File: src/rtl/div_pkg.sv
// div_pkg: shared definitions for the HILO divider and the controller decode.
//   - FSM state encodings (2 bits)
//   - default operand width and iteration counter width
//   - DIV / DIVU ALUControl encodings
package div_pkg;

    localparam int DIV_WIDTH = 32;
    localparam int DIV_CNT_W = $clog2(DIV_WIDTH);

    localparam logic [1:0] S_IDLE = 2'd0;
    localparam logic [1:0] S_RUN  = 2'd1;
    localparam logic [1:0] S_FIX  = 2'd2;
    localparam logic [1:0] S_DONE = 2'd3;

    localparam logic [3:0] ALU_DIV  = 4'b1010;
    localparam logic [3:0] ALU_DIVU = 4'b1011;

endpackage

File: src/rtl/div_sign_fix.sv
// div_sign_fix: combinational conditional two's-complement negate of a pair of
// values. Used as abs() on the operands at accept and as the sign restore on
// quotient/remainder in FIX.
//   a, b          : input values
//   neg_a, neg_b  : negate the matching value when set
//   fix_a, fix_b  : results
module div_sign_fix #(
    parameter int WIDTH = 32
) (
    input  logic [WIDTH-1:0] a,
    input  logic [WIDTH-1:0] b,
    input  logic             neg_a,
    input  logic             neg_b,
    output logic [WIDTH-1:0] fix_a,
    output logic [WIDTH-1:0] fix_b
);

    assign fix_a = neg_a ? (~a + 1'b1) : a;
    assign fix_b = neg_b ? (~b + 1'b1) : b;

endmodule

File: src/rtl/hilo_div_unit.sv
// hilo_div_unit: multi-cycle radix-2 restoring divider for DIV/DIVU in EX.
// Quotient goes to LO, remainder to HI; valid_o is the one-cycle HILO write.
//   clk, rst      : clock, synchronous active-high reset
//   start_i       : issue pulse; signed_i/dividend_i/divisor_i sampled with it
//   cancel_i      : flush; aborts any division, suppresses the pending write
//   busy_o        : combinational EX hold request
//   valid_o       : registered one-cycle result strobe
//   quotient_o    : LO value, held until next completion
//   remainder_o   : HI value, held until next completion
// Optional feature macro: HILO_DIV_ZERO_FAST_EN -- a zero divisor at accept
// completes in one cycle with quotient = all ones, remainder = raw dividend.
module hilo_div_unit
    import div_pkg::*;
#(
    parameter int WIDTH = DIV_WIDTH
) (
    input  logic             clk,
    input  logic             rst,
    input  logic             start_i,
    input  logic             signed_i,
    input  logic             cancel_i,
    input  logic [WIDTH-1:0] dividend_i,
    input  logic [WIDTH-1:0] divisor_i,
    output logic             busy_o,
    output logic             valid_o,
    output logic [WIDTH-1:0] quotient_o,
    output logic [WIDTH-1:0] remainder_o
);

    localparam int CW = $clog2(WIDTH);
    localparam logic [CW-1:0] LAST = CW'(WIDTH - 1);

    logic [1:0]       state, state_nxt;
    logic [CW-1:0]    count;
    logic [WIDTH-1:0] rem_acc, quo_acc, dvs;
    logic             sign_q, sign_r;

    logic             accept;
    logic             zero_fast;
    logic [WIDTH-1:0] abs_dvd, abs_dvs;
    logic [WIDTH-1:0] fix_q, fix_r;
    logic [WIDTH:0]   r_ext, trial;

    assign accept = (state == S_IDLE || state == S_DONE) && start_i && !cancel_i;

`ifdef HILO_DIV_ZERO_FAST_EN
    assign zero_fast = (divisor_i == '0);
`else
    assign zero_fast = 1'b0;
`endif

    assign busy_o = accept || state == S_RUN || state == S_FIX;

    div_sign_fix #(.WIDTH(WIDTH)) u_abs (
        .a     (dividend_i),
        .b     (divisor_i),
        .neg_a (signed_i & dividend_i[WIDTH-1]),
        .neg_b (signed_i & divisor_i[WIDTH-1]),
        .fix_a (abs_dvd),
        .fix_b (abs_dvs)
    );

    div_sign_fix #(.WIDTH(WIDTH)) u_fix (
        .a     (quo_acc),
        .b     (rem_acc),
        .neg_a (sign_q),
        .neg_b (sign_r),
        .fix_a (fix_q),
        .fix_b (fix_r)
    );

    // Shift the next dividend bit into the partial remainder; the extra top
    // bit of the trial subtract is the borrow that decides restore vs keep.
    assign r_ext = {rem_acc, quo_acc[WIDTH-1]};
    assign trial = r_ext - {1'b0, dvs};

    always_comb begin
        state_nxt = state;
        case (state)
            S_IDLE:  if (accept) state_nxt = zero_fast ? S_DONE : S_RUN;
            S_RUN:   if (count == LAST) state_nxt = S_FIX;
            S_FIX:   state_nxt = S_DONE;
            S_DONE:  state_nxt = accept ? (zero_fast ? S_DONE : S_RUN) : S_IDLE;
            default: state_nxt = S_IDLE;
        endcase
        if (cancel_i) state_nxt = S_IDLE;
    end

    always_ff @(posedge clk) begin
        if (rst) begin
            state       <= S_IDLE;
            count       <= '0;
            rem_acc     <= '0;
            quo_acc     <= '0;
            dvs         <= '0;
            sign_q      <= 1'b0;
            sign_r      <= 1'b0;
            valid_o     <= 1'b0;
            quotient_o  <= '0;
            remainder_o <= '0;
        end else begin
            state   <= state_nxt;
            valid_o <= (state_nxt == S_DONE);
            if (accept) begin
                rem_acc <= '0;
                quo_acc <= abs_dvd;
                dvs     <= abs_dvs;
                sign_q  <= signed_i & (dividend_i[WIDTH-1] ^ divisor_i[WIDTH-1]);
                sign_r  <= signed_i & dividend_i[WIDTH-1];
                count   <= '0;
                if (zero_fast) begin
                    quotient_o  <= '1;
                    remainder_o <= dividend_i;
                end
            end else if (state == S_RUN) begin
                count <= count + 1'b1;
                if (!trial[WIDTH]) begin
                    rem_acc <= trial[WIDTH-1:0];
                    quo_acc <= {quo_acc[WIDTH-2:0], 1'b1};
                end else begin
                    rem_acc <= r_ext[WIDTH-1:0];
                    quo_acc <= {quo_acc[WIDTH-2:0], 1'b0};
                end
            end
            if (state == S_FIX && !cancel_i) begin
                quotient_o  <= fix_q;
                remainder_o <= fix_r;
            end
        end
    end

endmodule

File: config.mk
export PLATFORM = sky130hd
export DESIGN_NAME = hilo_div_unit
export DESIGN_NICKNAME = d
export VERILOG_FILES = /design/src/rtl/div_pkg.sv /design/src/rtl/div_sign_fix.sv /design/src/rtl/hilo_div_unit.sv
export SDC_FILE = /design/constraint.sdc
export NUM_CORES = 1
export LEC_CHECK = 0
export CAP_MARGIN = 20
export CORE_MARGIN = 1
export CORE_UTILIZATION = 40
export DETAILED_ROUTE_END_ITERATION = 8
export MAX_ROUTING_LAYER = met4
export PLACE_DENSITY = 0.63
export SYNTH_ARGS = -nofsm -noshare
export SYNTH_HDL_FRONTEND = slang
export SYNTH_SLANG_ARGS = --single-unit
File: constraint.sdc
create_clock -name clk -period 4.1 [get_ports clk]
set_clock_uncertainty 0.15 [all_clocks]
set_input_delay 0.615 -clock clk [delete_from_list [all_inputs] [get_ports clk]]
set_output_delay 0.615 -clock clk [all_outputs]
set_load 0.03 [all_outputs]
==> impl_results.md <==
* Worst r2r path cells at 9
* Maxcap violations at 0
* Vias at 9,927
* Worst-path cell chain: ha_1 > nand2_1 > nor4_1 > o211ai_1 > a211oi_1 > o311ai_0 > and3_1 > o311ai_0 > o211a_1
* Drc violations at 0
* Reg2reg start: rem_acc[17]
* WP data required at between 4 and 5 ns
* DR pass1 iterations at 5
* Asr flop ratio synth at 0%
* Post-synthesis cell area at 10,900 sq um
* Overall die area at 28,000 sq um
* Pleak at about 4.7 nW
* Clock Path Buffers at 2
* Setup_tns at 0 ns
* Unique masters post-synth at 71
* Initial antenna violation count at 0
* Final WL at roughly 30 mm
* First-pass GRT wire length at between 40 and 50 mm
* I/O Buffers at around 130
* P&R area growth vs syn at 21.1%
* Crit-path slowest cell: nor4_1
* Vias in the first global route at slightly above 9,000
* Clock slew at reported path FFs at roughly 0.070 ns
* Hold depth at 2
* Worst VDD drop at roughly 0.31 mV
* Slew Limit Fails at 0
* R2R Path End: rem_acc[28]
* #FFs+latches synth at 170
* Clock root buffer: clkbuf_16
* Status: finished clean
* Setup CP Type: reg -> reg
* Final period util at between 90% and 100%
* Hold Buf Count CTS at 0
* Insertion delay to the later sink of the worst-skew pair at 0.44 ns
* Final #Nets at 1,567
* YS warnings at 0
* Least-Margin Pin Slew at about 1.0 ns
* Largest net degree at the start of global routing at around 100
* Fin crit period at approximately 3.7 ns
* Filler cells at about 2,700
* Post-synth EDFFs at 0
* # H-tree levels at 4
* Share of cells above drive strength 1 at 5.52%
* Final Hold Vio Count at 0
* Max Fclk at about 0.27 GHz
* Syn Nets at between 1,000 and 1,500
* Type of destination of the critical path: flop
* Hold Crit Class: reg -> reg
* Commonest cells in the synthesized netlist: 170 x dfxtp_1, 168 x nor2_1, 109 x a211oi_1, 91 x xor2_1, 88 x nand2_1
* Primary FF master, synth: dfxtp_1
* CORE AREA at 26,900 sq um
* Total CTS buffers at 17
* Rows at 60
* DP Wirelength at 22.6 mm
* Flop2flop setup slack at between 0.3 and 0.4 ns
* Share of the synthesized area in the top cell type at approximately 31%
* Pre-CTS setup slack at 0.285 ns
* Hold Crit Start: quotient_o[0]
* Initial DRC count at about 800
* Postcts setup bufs at 0
* Starting Density at between 40% and 50%
* Power per cell area at around 420 nW/um^2
* Die height at 167 microns
* RSZ-0062 raised after global routing: false
* Avg Cell Area, Syn at between 8 and 9 sq um
* Placer Congestion at 0.911
* # clock sinks at 170
* Num ports at about 140
* Worst Path Arrival at a little under 4 ns
* Worst hold path endpoint: quotient_o[0]
* CP peak stage delay at between 0.4 and 0.5 ns
* Yosys top cell by area: dfxtp_1
* Grt ovf at 0
* Ant. Diodes at 0
* Count leader, synth: dfxtp_1
* Total Routing Usage GR at 21.8%
* Largest fanout on the critical path at 17
* Final setup viols at 0
* Post_cts resized at 0
* Via/cell ratio at around 5.5
* Mapped Cells at between 1,000 and 1,500
* Final setup margin at between 0.3 and 0.4 ns
* Startpoint Class: flop
* Most repeated library cell on the critical path: o311ai_0
* CTS tree: done
* Utilization after layout at between 40% and 50%
* Final ANT Viol Nets at 0
* Die X at between 150 and 200 microns
* Slew margin rel. at 32.5%
* Register area share after synthesis at ~31%
* WL/cell at 16.4 microns
* Area contributors post-synth: dfxtp_1 31%, a211oi_1 7.5%, xor2_1 7.3%, nor2_1 5.8%, mux2i_1 4.9%
critical path: cells and delay by family (launching register included):
kind | cells | cell delay [ns]
compound gates | 5 | 1.60
simple gates | 3 | 1.08
fa+ha+maj | 1 | 0.44
flops | 1 | 0.41
layout by cell type (no fill, tap or decap), types with 14 or more instances in the layout:
cell / instances
buf_4: 27
o22ai_1: 16
mux2i_1: 54
o41ai_1: 15
nand3_1: 18
dfxtp_1: 170
o31ai_1: 30
nor3_1: 23
xor2_1: 91
or3_1: 15
o21ai_0: 73
nand2b_1: 15
inv_1: 48
clkbuf_16: 17
nand2_1: 88
or4_1: 14
a211oi_1: 109
clkdlybuf4s50_1: 133
a21oi_1: 78
ha_1: 41
xnor2_1: 49
nor2_1: 168
nor4_1: 14
power breakdown:
group          internal (W)  switching (W)  total [W]
Clock              0.000828       0.000824    0.00165
Combinational      0.000845        0.00117    0.00202
Sequential          0.00176       0.000130    0.00189
metal layers:
| layer | global-route usage (%) | vias up | wire length [microns] | share of wire [%] |
|---|---|---|---|---|
| met3 | 3.29 | 15 | 1420 | 4.8 |
| met4 | 3.83 | 0 | 172 | 0.58 |
| met2 | 29.5 | 223 | 11600 | 39 |
| met1 | 33.7 | 4527 | 16400 | 55 |
| met5 | - | - | 0 | 0 |
| li1 | - | 5162 | - | - |
stage by stage:
| stage | std cells | hold slack (ns) | area, sq um | power (W) |
|---|---|---|---|---|
| 3_5_place_dp | 1776 | 0.309 | 12600 | 0.00391 |
| 5_1_grt | 1809 | 0.337 | 13300 | 0.00587 |
| 3_3_place_gp | 1776 | 0.295 | 12600 | 0.00389 |
| 4_1_cts | 1808 | 0.320 | 13200 | 0.00557 |
| 2_1_floorplan | 1358 | 0.282 | 10900 | 0.00334 |
| 6_report | 1809 | 0.314 | 13300 | 0.00556 |
registers in the layout, summed over array words and instances, names as in the netlist:
name,cells
quotient_o,32
valid_o,1
dvs,32
rem_acc,32
count,5
remainder_o,32
sign_q,1
sign_r,1
quo_acc,32
state,2
layout make-up:
cell class                      instances  area (sq um)  area share [%]
Clock inverter                         15           178            1.34
Multi-Input combinational cell       1056          7070            53.3
Tap cell                              341           427            3.22
Inverter                               48           180            1.36
Sequential cell                       170          3400            25.7
Timing Repair Buffer                  162          1580            11.9
Clock buffer                           17           425            3.21
logic make-up (layout without fill, tap and decap cells):
family | after synthesis | in the layout | synth area share [%]
flops | 170 | 170 | 31.1
compound gates | 395 | 395 | 24.2
buf+inv | 132 | 242 | 4.57
xor+xnor | 140 | 140 | 11.2
mux | 54 | 54 | 4.94
simple gates | 424 | 424 | 19.0
fa+ha+maj | 43 | 43 | 4.98
how the worst max path moves through the flow:
stage                        from     endpoint  slack, ns
floorplan             rem_acc[21]  rem_acc[22]       0.96
global placement    dividend_i[8]  quo_acc[29]       0.35
detailed placement  dividend_i[8]  quo_acc[29]       0.29
CTS                   rem_acc[17]  rem_acc[28]       0.42
global route          quo_acc[31]  rem_acc[28]       0.11
finish                rem_acc[17]  rem_acc[28]       0.37
No activity file was read; power rests on OpenSTA's default activity.
